--- src/rtl/dram_pkg.sv ---
// Shared types and constants for the DRAM lane gather/scatter block.
//   LANES        number of byte lanes per word
//   MODE_RD/WR   latched transfer direction
//   lane_state_e next lane the sequence expects (IDLE means en1 expected)
package dram_pkg;

    localparam int unsigned LANES = 4;

    localparam logic MODE_RD = 1'b0;
    localparam logic MODE_WR = 1'b1;

    // Encoding matches the lane index an in-order event must carry.
    typedef enum logic [1:0] {
        IDLE  = 2'd0,
        LANE2 = 2'd1,
        LANE3 = 2'd2,
        LANE4 = 2'd3
    } lane_state_e;

    function automatic lane_state_e state_after(input logic [1:0] lane);
        case (lane)
            2'd0:    return LANE2;
            2'd1:    return LANE3;
            2'd2:    return LANE4;
            default: return IDLE;
        endcase
    endfunction

    function automatic logic [1:0] lane_expected(input lane_state_e st);
        return st;
    endfunction

endpackage

--- src/rtl/dram_strobe_edge.sv ---
// Rising-edge detector for the four lane strobes.
//   clk, rst  clock and asynchronous active-high reset
//   en        strobe vector {en4, en3, en2, en1}
//   rise      per-lane rising edge this cycle
//   onehot    exactly one lane rose
//   multi     more than one lane rose
import dram_pkg::*;

module dram_strobe_edge (
    input  logic             clk,
    input  logic             rst,
    input  logic [LANES-1:0] en,
    output logic [LANES-1:0] rise,
    output logic             onehot,
    output logic             multi
);

    logic [LANES-1:0] en_q;

    always_ff @(posedge clk or posedge rst) begin
        if (rst) begin
            en_q <= '0;
        end else begin
            en_q <= en;
        end
    end

    always_comb begin
        rise   = en & ~en_q;
        // Clearing the lowest set bit leaves something only if 2+ bits were set.
        multi  = (rise & (rise - 1'b1)) != '0;
        onehot = (rise != '0) && !multi;
    end

endmodule

--- src/rtl/dram_lane_gather.sv ---
// Memory-side responder to the DRAM address sequencer's lane strobes.
// Reads gather one byte per strobe into a word for the MAC datapath; stores
// scatter a result word into four single-cycle byte writes.
//   clk, rst     clock and asynchronous active-high reset
//   write_en     1 = store, 0 = read (latched on the en1 event)
//   en1..en4     lane strobes; only rising edges count
//   dram_rdata   byte at the current DRAM address
//   store_word   word to store, lane0 in the low byte
//   dram_wdata   byte to write, valid while dram_we is high
//   dram_we      one-cycle write pulse per stored lane
//   word_out     gathered word, valid while word_valid is high
//   word_valid   word_out holds an unconsumed word
//   word_ready   consumer accepts word_out
//   overrun      pulse: an unconsumed word was overwritten
//   seq_err      pulse: strobe protocol violation
// Optional feature: define SEQ_CHECK_EN to enable strobe-order checking and
// seq_err; without it seq_err stays 0 and out-of-order lanes are accepted.
import dram_pkg::*;

module dram_lane_gather #(
    parameter int unsigned BYTE_W        = 8,
    parameter int unsigned RD_SAMPLE_DLY = 0
) (
    input  logic                clk,
    input  logic                rst,
    input  logic                write_en,
    input  logic                en1,
    input  logic                en2,
    input  logic                en3,
    input  logic                en4,
    input  logic [BYTE_W-1:0]   dram_rdata,
    input  logic [4*BYTE_W-1:0] store_word,
    output logic [BYTE_W-1:0]   dram_wdata,
    output logic                dram_we,
    output logic [4*BYTE_W-1:0] word_out,
    output logic                word_valid,
    input  logic                word_ready,
    output logic                overrun,
    output logic                seq_err
);

    localparam int unsigned WORD_W = 4 * BYTE_W;

    logic [LANES-1:0] rise;
    logic             rise_one;
    logic             rise_multi;

    dram_strobe_edge u_edge (
        .clk    (clk),
        .rst    (rst),
        .en     ({en4, en3, en2, en1}),
        .rise   (rise),
        .onehot (rise_one),
        .multi  (rise_multi)
    );

    lane_state_e         state_q;
    logic                mode_q;
    logic [WORD_W-1:0]   wbuf_q;
    logic [3*BYTE_W-1:0] asm_q;
    logic                pend_q;
    logic [1:0]          pend_lane_q;

    logic [1:0]        evt_lane;
    logic              evt;
    logic              start;
    logic              lane_acc;
    logic              abort;
    logic              rd_req;
    logic              wr_req;
    logic [BYTE_W-1:0] wr_byte;
    logic              cap_v;
    logic [1:0]        cap_lane;

    always_comb begin
        evt_lane = 2'd0;
        for (int k = 0; k < LANES; k++) begin
            if (rise[k]) begin
                evt_lane = 2'(k);
            end
        end

        evt   = rise_one && !rise_multi;
        start = evt && (evt_lane == 2'd0);

`ifdef SEQ_CHECK_EN
        lane_acc = evt && (evt_lane != 2'd0) && (state_q != IDLE) &&
                   (evt_lane == lane_expected(state_q)) && (write_en == mode_q);
        abort    = rise_multi || (evt && (evt_lane != 2'd0) && !lane_acc);
`else
        lane_acc = evt && (evt_lane != 2'd0) && (state_q != IDLE);
        abort    = 1'b0;
`endif

        rd_req  = (start && (write_en == MODE_RD)) || (lane_acc && (mode_q == MODE_RD));
        wr_req  = (start && (write_en == MODE_WR)) || (lane_acc && (mode_q == MODE_WR));
        // Lane0 comes straight from store_word since wbuf loads on the same edge.
        wr_byte = start ? store_word[BYTE_W-1:0] : wbuf_q[int'(evt_lane)*BYTE_W +: BYTE_W];

        if (RD_SAMPLE_DLY == 0) begin
            cap_v    = rd_req;
            cap_lane = evt_lane;
        end else begin
            cap_v    = pend_q;
            cap_lane = pend_lane_q;
        end
    end

    always_ff @(posedge clk or posedge rst) begin
        if (rst) begin
            state_q     <= IDLE;
            mode_q      <= MODE_RD;
            wbuf_q      <= '0;
            asm_q       <= '0;
            pend_q      <= 1'b0;
            pend_lane_q <= 2'd0;
            word_out    <= '0;
            word_valid  <= 1'b0;
            overrun     <= 1'b0;
            seq_err     <= 1'b0;
            dram_we     <= 1'b0;
            dram_wdata  <= '0;
        end else begin
            dram_we <= wr_req;
            if (wr_req) begin
                dram_wdata <= wr_byte;
            end
            seq_err     <= abort;
            overrun     <= 1'b0;
            pend_q      <= rd_req;
            pend_lane_q <= evt_lane;

            if (abort) begin
                state_q <= IDLE;
            end else if (start) begin
                state_q <= LANE2;
                mode_q  <= write_en;
                if (write_en == MODE_WR) begin
                    wbuf_q <= store_word;
                end
            end else if (lane_acc) begin
                state_q <= state_after(evt_lane);
            end

            // A completing word wins over a pure accept; with ready high the
            // old word is consumed on this same edge, so no overrun.
            if (cap_v && (cap_lane == 2'd3)) begin
                word_out   <= {dram_rdata, asm_q};
                word_valid <= 1'b1;
                overrun    <= word_valid && !word_ready;
            end else begin
                if (cap_v) begin
                    asm_q[int'(cap_lane)*BYTE_W +: BYTE_W] <= dram_rdata;
                end
                if (word_valid && word_ready) begin
                    word_valid <= 1'b0;
                end
            end
        end
    end

endmodule

--- config.mk ---
export PLATFORM = sky130hd
export DESIGN_NAME = dram_lane_gather
export DESIGN_NICKNAME = d
export VERILOG_FILES = /design/src/rtl/dram_pkg.sv /design/src/rtl/dram_strobe_edge.sv /design/src/rtl/dram_lane_gather.sv
export SDC_FILE = /design/constraint.sdc
export NUM_CORES = 1
export LEC_CHECK = 0
export CAP_MARGIN = 20
export CORE_MARGIN = 5
export CORE_UTILIZATION = 25
export DETAILED_ROUTE_END_ITERATION = 16
export HOLD_SLACK_MARGIN = 0.06
export SLEW_MARGIN = 25
export SYNTH_ARGS = -nofsm -noshare
export SYNTH_HDL_FRONTEND = slang
export SYNTH_SLANG_ARGS = --single-unit
--- constraint.sdc ---
create_clock -name clk -period 6.8 [get_ports clk]
set_input_delay 1.36 -clock clk [delete_from_list [all_inputs] [get_ports clk]]
set_output_delay 1.36 -clock clk [all_outputs]
set_load 0.01 [all_outputs]
* Yosys cells after proc, flatten, opt, wreduce, memory -nomap -nowiden
Cells that the tools add are included.
W data, S select, Z words.
** Storage, ports and cells
- Register bits :: 106
- Bits in latches :: 0
- RAM bits :: 0
- Memory bits (read-only) :: 0
- Bits of input ports :: 48
- Output and inout port bits :: 44
- Memories kept :: 0
** Operators by class
- Add/subtract/negate cells :: 2
- Multipliers :: 0
- Divide/modulo/power cells :: 0
- $lt $le $gt $ge :: 0
- Equal/unequal tests :: 3
- Shift operators :: 3
- Muxes and demuxes :: 11
- Bitwise operators :: 6
- Reduce and logical (&&, ||, !) cells :: 25
** Operators by type and width (count)
- $neg A5 Y34 :: 1
- $shift A8 B34 Y24 const A :: 1
- $shiftx A8 B34 Y24 :: 1
- $shiftx A32 B6 Y8 :: 1
- $bwmux W24 :: 1
- $logic_and A1 B1 Y1 :: 12
- $and A4 B4 Y4 :: 2
- $mux W2 :: 4
- $mux W8 :: 1
- $reduce_bool A2 Y1 :: 4
- $reduce_bool A4 Y1 :: 2
- $pmux W2 S3 :: 1
- $eq A2 B2 Y1 const B :: 2
- $mux W1 :: 4
- $not A4 Y4 :: 1
- $reduce_and A2 Y1 :: 2
- $sub A4 B1 Y4 const B :: 1
- $not A1 Y1 :: 3
- $eq A2 B1 Y1 const B :: 1
- $logic_not A1 Y1 :: 2
- $logic_not A2 Y1 :: 1
- $logic_or A1 B1 Y1 :: 2

* Depth between registers and ports, before layout
Gate-level depths: netlist of the first run.
- Depth in word-level cells :: 15
- Depth in mapped cells :: 11

* Modules after synthesis
From an unflattened synthesis of the first run, not the netlist that was laid out.
** Second synthesis, totals
- Cells, all modules :: 376
- Area, all modules :: 4820.9 um^2
** By module, submodules not included
- dram_lane_gather :: times used 1, cells each 357, area each 4594.4 um^2, sequential area each 2552.4 um^2
- dram_strobe_edge :: times used 1, cells each 19, area each 226.5 um^2, sequential area each 100.1 um^2

* Worst setup path after synthesis of the first run
OpenSTA, ideal clock, no wires.
- Kind :: in2reg
- Start :: input en4
- End :: register word_out[27]
- Setup time :: 125 ps
- Arrival :: 3346 ps
- Data required time :: 6675 ps
- Setup slack :: 3330 ps
- Stages :: 8
- Path buffers :: 2
- Path through :: nor2b_1 -> clkbuf_1 -> nor2_1 -> ha_1 -> nor2b_1 -> o21ai_1 -> clkbuf_1 -> mux2_2
** On the way
- Word-level cells in the longest chain between the ends :: 12
- Elaborated cells on any way between the ends :: 19
- Classes of those cells :: add/sub (1); eq/ne (1); mux (1); bitwise (2); reduce/logical (14)
** Ends and longest elaborated chain
- start, declared :: line dram_lane_gather.sv:30 : input logic en4,
- $and A4 B4 Y4 (*) :: line dram_strobe_edge.sv:29 : rise = en & ~en_q;
- $sub A4 B1 Y4 :: line dram_strobe_edge.sv:31 : multi = (rise & (rise - 1'b1)) != '0;
- $and A4 B4 Y4 :: line dram_strobe_edge.sv:31
- $reduce_bool A4 Y1 :: line dram_strobe_edge.sv:31
- $logic_not A1 Y1 :: line dram_strobe_edge.sv:32, dram_lane_gather.sv:83
- $logic_and A1 B1 Y1 :: line dram_strobe_edge.sv:32 : onehot = (rise != '0) && !multi;
- $logic_and A1 B1 Y1 :: line dram_lane_gather.sv:83 : evt = rise_one && !rise_multi;
- $logic_and A1 B1 Y1 (2 in series) :: line dram_lane_gather.sv:91 : lane_acc = evt && (evt_lane != 2'd0) && (state_q != IDLE);
- $logic_and A1 B1 Y1 :: line dram_lane_gather.sv:95 : rd_req = (start && (write_en == MODE_RD)) || (lane_acc && (mode_q == MODE_RD));
- $logic_or A1 B1 Y1 :: line dram_lane_gather.sv:95
- $logic_and A1 B1 Y1 (*) :: line dram_lane_gather.sv:147 : if (cap_v && (cap_lane == 2'd3)) begin
- end signal, assigned :: line dram_lane_gather.sv:148 : word_out <= {dram_rdata, asm_q};
- end, declared :: line dram_lane_gather.sv:35 : output logic [4*BYTE_W-1:0] word_out,
Every way passes the cells marked *; elsewhere a longest branch is shown, timed or not.
A chain may end at the register's enable or synchronous reset.

* Worst setup path in the final report of the first run
- Start :: input en3
- End :: register wbuf_q[0]
** On the way
- Word-level cells in the longest chain between the ends :: 9
- Elaborated cells on any way between the ends :: 13
- Classes of those cells :: add/sub (1); mux (2); bitwise (2); reduce/logical (8)
** Ends and longest elaborated chain
- start, declared :: line dram_lane_gather.sv:29 : input logic en3,
- $and A4 B4 Y4 (*) :: line dram_strobe_edge.sv:29
- $sub A4 B1 Y4 :: line dram_strobe_edge.sv:31
- $and A4 B4 Y4 :: line dram_strobe_edge.sv:31
- $reduce_bool A4 Y1 :: line dram_strobe_edge.sv:31
- $logic_not A1 Y1 :: line dram_strobe_edge.sv:32, dram_lane_gather.sv:83
- $logic_and A1 B1 Y1 :: line dram_strobe_edge.sv:32
- $logic_and A1 B1 Y1 :: line dram_lane_gather.sv:83
- $logic_and A1 B1 Y1 (*) :: line dram_lane_gather.sv:84 : start = evt && (evt_lane == 2'd0);
- $reduce_and A2 Y1 (no source line) (*)
- end signal, assigned :: line dram_lane_gather.sv:139 : wbuf_q <= store_word;
- end, declared :: line dram_lane_gather.sv:59 : logic [WORD_W-1:0] wbuf_q;
Marked as above.

==> results.sh, run 1 <==
export IMPL_multi_input_area_um2=1805
export IMPL_finalNetCount=506
export IMPL_crit_path_end_kind="flip-flop"
export IMPL_cts_buffers_inserted=9
export IMPL_rows=49
export IMPL_drc=0
export IMPL_synth_distinct_cells=39
export IMPL_ioPinCount=92
export IMPL_worstMarginPinSlew_ns=1.065
export IMPL_root_buffer="clkbuf_16"
export IMPL_r2r_start="u_edge.en_q[2]"
export IMPL_ff_latch_area_um2=2653
export IMPL_drt_wl_total_mm=10.90
export IMPL_synth_area_per_cell_um2=12.51
export IMPL_layout_cells_non_filler=688
export IMPL_clock_sinks=106
export IMPL_reg2reg_depth=6
export IMPL_cts_setup_buffers=0
export IMPL_hp_class="reg -> reg"
export IMPL_via_per_inst=4.459
export IMPL_first_pass_iters=4
export IMPL_finalSetupViolations=0
export IMPL_drtIter0Drc=126
export IMPL_place_gp_congestion=0.7869
export IMPL_grt_max_degree=65
export IMPL_cts_resized=0
export IMPL_critPathArrivalTime_ns=4.70
export IMPL_p_sw_share_pct=28.21
export IMPL_ys_seq_elements=106
export IMPL_combPwrFrac_pct=29.8
export IMPL_drive_gt1_share_pct=16.12
export IMPL_r2r_slack_ns=3.38
export IMPL_power_frac_clock_pct=25.5
export IMPL_synth_area_um2=4639
export IMPL_timing_critical_path_to="wbuf_q[0]"
export IMPL_maxSlewViolCount=0
export IMPL_vdd_drop_max_mv=0.1430
export IMPL_synth_cells=371
export IMPL_die_y_um=146.2
export IMPL_dieArea_um2=21380
export IMPL_crit_required_ns=7.03
export IMPL_startpoint="en3"
export IMPL_dpl_hpwl_mm=8.035
export IMPL_cap_violations=0
export IMPL_fin_crit_sh_pct=65.74
export IMPL_io_buffers=90
export IMPL_final_fill_count=1812
export IMPL_areaGrowthSynthToFinish_pct=30.15
export IMPL_cp_start_kind="input port"
export IMPL_coreArea_um2=18150
export IMPL_grt_pass1_vias=3316
export IMPL_fp_dieW_um=146.2
export IMPL_period_minus_slack_ns=4.470
export IMPL_gr_usage_all_layers_pct=10.57
export IMPL_finalHoldViolations=0
export IMPL_tritoncts="yes"
export IMPL_layout_commonest_cell="dfrtp_1"
export IMPL_final_antenna_net_count=0
export IMPL_status="finished, final reports clean"
export IMPL_tns_ns=0
export IMPL_yosysSeqAreaShare_pct=57.17
export IMPL_grt_pass1_wl_mm=17.99
export IMPL_layout_common_cells="dfrtp_1, clkdlybuf4s50_1, nand2_1"
export IMPL_htreeDepth=3
export IMPL_rsz0062_at_grt="no"
export IMPL_slew_headroom_pct=28.82
export IMPL_power_density_nw_per_um2=364.7
export IMPL_power_switching_mw=0.6213
export IMPL_ctsLongestPathBuffers=2
export IMPL_cell_internal_pwr_mw=1.581
export IMPL_gr_total_overflow=0
export IMPL_start_util_pct=25.57
export IMPL_diodes=0
export IMPL_synth_fp_nets=422
export IMPL_placed_cells_incl_taps=673
export IMPL_hold_buffers=0
export IMPL_skew_ns=0.01100
export IMPL_wl_per_cell_um=15.85
export IMPL_rr_endpoint="wbuf_q[0]"
export IMPL_antenna_found_initial=0
export IMPL_clkLatencyLatePin_ns=0.35
export IMPL_fmax_mhz=223.7
export IMPL_clkTransAtPathRegs_ns=0.07
export IMPL_power_frac_seq_pct=44.7
export IMPL_yosys_warnings=0
export IMPL_vias=3068
export IMPL_crit_type="in -> reg"
export IMPL_cp_max_fo=30
export IMPL_leakage_nw=2.609
## per-layer routing
| layer | part of all wire, % | global-route usage (%) |
|---|---|---|
| met5 | 0 | 0 |
| met4 | 0.98 | 2.681 |
| met3 | 5.1 | 3.316 |
| met2 | 47 | 17.23 |
| met1 | 47 | 13.72 |
## flip-flops by register name, indices dropped and copies added (netlist names), 2 cells and up
name,count
wbuf_q,32
word_out,32
asm_q,24
dram_wdata,8
u_edge.en_q,4
state_q,2
## cell usage after synthesis
| cell | n | area [um^2] |
|---|---|---|
| o21ai_0 | 22 | 110.1 |
| nor2_1 | 11 | 41.29 |
| a2bb2oi_1 | 1 | 8.760 |
| nand2b_1 | 6 | 37.54 |
| buf_2 | 4 | 20.02 |
| nor2b_1 | 12 | 75.07 |
| nor3b_1 | 1 | 7.510 |
| o21ai_1 | 12 | 60.06 |
| nor4_2 | 1 | 12.51 |
| buf_8 | 3 | 45.04 |
| o211ai_1 | 1 | 7.510 |
| o2111a_1 | 1 | 11.26 |
| o211a_2 | 1 | 10.01 |
| buf_6 | 3 | 33.78 |
| mux2_2 | 15 | 168.9 |
| o211a_1 | 1 | 10.01 |
| or2_1 | 1 | 6.260 |
| conb_1 | 1 | 3.750 |
| nor3_1 | 5 | 25.02 |
| a21o_1 | 2 | 15.01 |
| ha_1 | 3 | 37.54 |
| mux2i_1 | 16 | 160.2 |
| mux2_4 | 30 | 450.4 |
| nor2b_4 | 1 | 13.76 |
| nand2_1 | 47 | 176.4 |
| o22a_1 | 1 | 8.760 |
| mux2_1 | 11 | 123.9 |
| buf_4 | 4 | 30.03 |
| a221o_1 | 8 | 80.08 |
| dfrtp_1 | 106 | 2653 |
| a21oi_1 | 17 | 85.08 |
| a21oi_2 | 1 | 8.760 |
| inv_1 | 11 | 41.29 |
| xnor2_1 | 1 | 8.760 |
| clkbuf_1 | 6 | 22.52 |
| nor2_4 | 1 | 11.26 |
| nor4_1 | 1 | 6.260 |
| buf_1 | 1 | 3.750 |
| and2b_2 | 1 | 8.760 |
## worst min-delay path by stage
stage,start,endpoint,slack (ns),cells past startpoint
2_1_floorplan,asm_q[2],asm_q[2],0.44,2
3_3_place_gp,asm_q[7],asm_q[7],0.46,2
3_5_place_dp,asm_q[7],asm_q[7],0.47,2
4_1_cts,asm_q[7],asm_q[7],0.49,2
5_1_grt,asm_q[7],word_out[7],0.50,1
6_report,asm_q[3],asm_q[3],0.48,2
## cell families (layout without fill, tap and decap cells)
group | Yosys count | after routing | synth area share (%)
XOR/XNOR | 1 | 1 | 0.1888
AO/OA/AOI/OAI | 68 | 68 | 8.954
adder cells (fa/ha/maj) | 3 | 3 | 0.8091
other | 1 | 1 | 0.08083
flip-flops | 106 | 106 | 57.17
multiplexers | 72 | 72 | 19.47
buffers and inverters | 32 | 120 | 4.234
AND/OR/NAND/NOR | 88 | 88 | 9.089
## through the flow
step           utilization (%)  power, mW  worst slack [ns]  area, um^2  hold slack, ns
3_3_place_gp             31.45      1.636             2.125        5708          0.4563
6_report                 33.27      2.202             2.330        6038          0.4835
2_1_floorplan                -      1.317             2.651        4639          0.4428
5_1_grt                  33.27      2.329             2.117        6038          0.5035
3_5_place_dp             31.48      1.664             1.971        5713          0.4748
4_1_cts                  33.25      2.231             2.337        6035          0.4911
## power by group through the flow
stage               clock network (mW)  registers, mW  logic, mW
floorplan                            0           1.01      0.312
global placement                     0          0.986      0.650
detailed placement                   0          0.998      0.666
CTS                              0.573          0.988      0.671
global route                     0.597           1.01      0.718
finish                           0.561          0.985      0.657
## worst max-delay path, cell delays in order
cell             delay, ns
clkdlybuf4s50_1       0.49
nand2b_1              0.41
a21oi_2               0.34
ha_1                  0.42
o211a_2               0.93
buf_4                 0.38
mux2_1                0.35
## cell type report
| type | count | area share, % |
|---|---|---|
| multi-input cells | 233 | 29.90 |
| clock buffers | 9 | 3.730 |
| well taps | 229 | 4.745 |
| clock inverters | 6 | 1.596 |
| flip-flops and latches | 106 | 43.93 |
| repair buffers | 94 | 15.38 |
| inverters | 11 | 0.7252 |
Note: power is estimated with default switching activity, not from simulation.
==> inputs of run 2 (changes only) <==
==> constraint.sdc (replaced) <==
create_clock -name clk -period 3.7 [get_ports clk]
set_input_delay 0.74 -clock clk [delete_from_list [all_inputs] [get_ports clk]]
set_output_delay 0.74 -clock clk [all_outputs]
set_load 0.01 [all_outputs]
==> run 2 against run 1 <==
Against the previous run:
- sequential power increased by 83%
- count of clock-buffer cells in the layout increased by 2
- hold slack improved by 0.0015 ns
- first-iteration DRC count decreased by 9.5%
- final area increased by 1.3%
- critical path type unchanged
- wire length increased by 1.7%
- sequential cell count unchanged
- global-route usage decreased by 0.11 points
- power increased by 79%
- via count about the same
- highest routed layer unchanged
- die area unchanged
- register-to-register slack got worse by 2.2 ns
==> results.sh, run 2 (same netlist as run 1, synthesis figures left out) <==
export IMPL_crit_required_ns=3.93
export IMPL_fp_dieW_um=146.2
export IMPL_final_antenna_net_count=0
export IMPL_maxSlewViolCount=0
export IMPL_hp_class="reg -> reg"
export IMPL_cts_resized=0
export IMPL_die_y_um=146.2
export IMPL_r2r_slack_ns=1.19
export IMPL_clkLatencyLatePin_ns=0.35
export IMPL_crit_type="in -> reg"
export IMPL_cts_buffers_inserted=9
export IMPL_drc=0
export IMPL_worstMarginPinSlew_ns=0.6258
export IMPL_areaGrowthSynthToFinish_pct=31.80
export IMPL_whs_endpoint="word_out[11]"
export IMPL_power_density_nw_per_um2=645.9
export IMPL_htreeDepth=3
export IMPL_tns_ns=0
export IMPL_hold_start="word_out[11]"
export IMPL_leakage_nw=2.660
export IMPL_drive_gt1_share_pct=17.66
export IMPL_slew_headroom_pct=58.28
export IMPL_clock_sinks=106
export IMPL_antenna_found_initial=0
export IMPL_grt_max_degree=59
export IMPL_gr_total_overflow=0
export IMPL_r2r_start="u_edge.en_q[2]"
export IMPL_fin_crit_sh_pct=79.79
export IMPL_hold_buffers=0
export IMPL_finalHoldViolations=0
export IMPL_dieArea_um2=21380
export IMPL_top_regs="wbuf_q: 32 flops, word_out: 32 flops, asm_q: 24 flops"
export IMPL_worst_path_buf_inv=3
export IMPL_critPathArrivalTime_ns=3.18
export IMPL_cpMaxStageDelayCell="clkdlybuf4s50_1"
export IMPL_whs_ns=0.4850
export IMPL_cp_top_family="compound AO/OA/AOI/OAI gates"
export IMPL_tritoncts="yes"
export IMPL_place_gp_congestion=0.7522
export IMPL_clkTransAtPathRegs_ns=0.07
export IMPL_ioPinCount=92
export IMPL_skew_ns=0.006170
export IMPL_wl_per_cell_um=15.86
export IMPL_coreArea_um2=18150
export IMPL_rows=49
export IMPL_io_buffers=90
export IMPL_gr_usage_all_layers_pct=10.46
export IMPL_start_util_pct=25.57
export IMPL_crit_chain="clkdlybuf4s50_1 -> nand2b_1 -> buf_4 -> nor3_1 -> a21o_1 -> o211a_2 -> buf_4 -> nor2_4 -> a221o_1"
export IMPL_finalNetCount=516
export IMPL_cp_max_fo=18
export IMPL_grt_pass1_wl_mm=17.82
export IMPL_cts_setup_buffers=0
export IMPL_vias=3070
export IMPL_grt_pass1_vias=3272
export IMPL_cp_start_kind="input port"
export IMPL_cap_violations=0
export IMPL_rr_endpoint="dram_wdata[2]"
export IMPL_status="finished, final reports clean"
export IMPL_rsz0062_at_grt="no"
export IMPL_drtIter0Drc=114
export IMPL_path_common_cell="buf_4"
export IMPL_crit_path_max_incr_delay_ns=0.49
export IMPL_ctsLongestPathBuffers=2
export IMPL_vdd_drop_max_mv=0.3155
export IMPL_final_fill_count=1776
export IMPL_root_buffer="clkbuf_16"
export IMPL_finalSetupViolations=0
export IMPL_period_minus_slack_ns=2.952
export IMPL_drt_wl_total_mm=11.08
export IMPL_fmax_mhz=338.7
export IMPL_diodes=0
export IMPL_hold_depth=2
export IMPL_layout_commonest_cell="dfrtp_1"
export IMPL_dpl_hpwl_mm=8.011
export IMPL_reg2reg_depth=8
export IMPL_first_pass_iters=5
export IMPL_layout_common_cells="dfrtp_1, clkdlybuf4s50_1, nand2_1"
export IMPL_crit_path_end_kind="flip-flop"
export IMPL_via_per_inst=4.392
run 2: layer usage:
metal | routed length [um] | GRT usage [%]
met1 | 5158 | 13.49
met2 | 5137 | 16.88
met3 | 645 | 3.440
met4 | 143 | 2.963
met5 | 0 | 0
run 2: how the worst max path moves through the flow:
stage | from | to | slack, ns | cells after the start
floorplan | rst | asm_q[0] | 0.17 | 1
global placement | en3 | dram_wdata[3] | 0.45 | 9
detailed placement | en3 | dram_wdata[2] | 0.35 | 9
CTS | en3 | dram_wdata[2] | 0.70 | 9
global route | en3 | dram_wdata[0] | 0.58 | 9
finish | en3 | dram_wdata[2] | 0.75 | 9
run 2: report_power, final:
part	total [mW]	internal [mW]	switching [mW]
clock	0.929	0.488	0.442
sequential	1.80	1.57	0.229
combinational	1.22	0.747	0.474
total	3.95	2.81	1.14
run 2: area by class of cell:
| cell class | count | area (um^2) | share of cell area (%) |
|---|---|---|---|
| Sequential cell | 106 | 2653 | 43.38 |
| Clock inverter | 5 | 46.29 | 0.7571 |
| Multi-Input combinational cell | 233 | 1802 | 29.47 |
| Timing Repair Buffer | 104 | 1041 | 17.02 |
| Inverter | 11 | 43.79 | 0.7162 |
| Clock buffer | 11 | 242.7 | 3.970 |
| Tap cell | 229 | 286.5 | 4.686 |
run 2: per-stage QoR:
step                      instance area [um^2]  setup slack (ns)  cells  power [mW]  utilization [%]
after floorplan                           4639            0.1711    371       2.421                -
after global placement                    5821            0.4545    682       3.016            32.07
after detailed placement                  5821            0.3476    682       3.061            32.07
after CTS                                 6110            0.6994    698       4.008            33.67
after global routing                      6115            0.5842    699       4.184            33.69
final                                     6115            0.7478    699       3.950            33.69
run 2: worst register-to-register path, stage by stage (launching register included):
cell      delay (ns)
dfrtp_1         0.37
nand2b_1        0.17
buf_4           0.21
nor3_1          0.31
a21o_1          0.23
o211a_2         0.42
buf_4           0.25
nor2_4          0.10
a221o_1         0.32
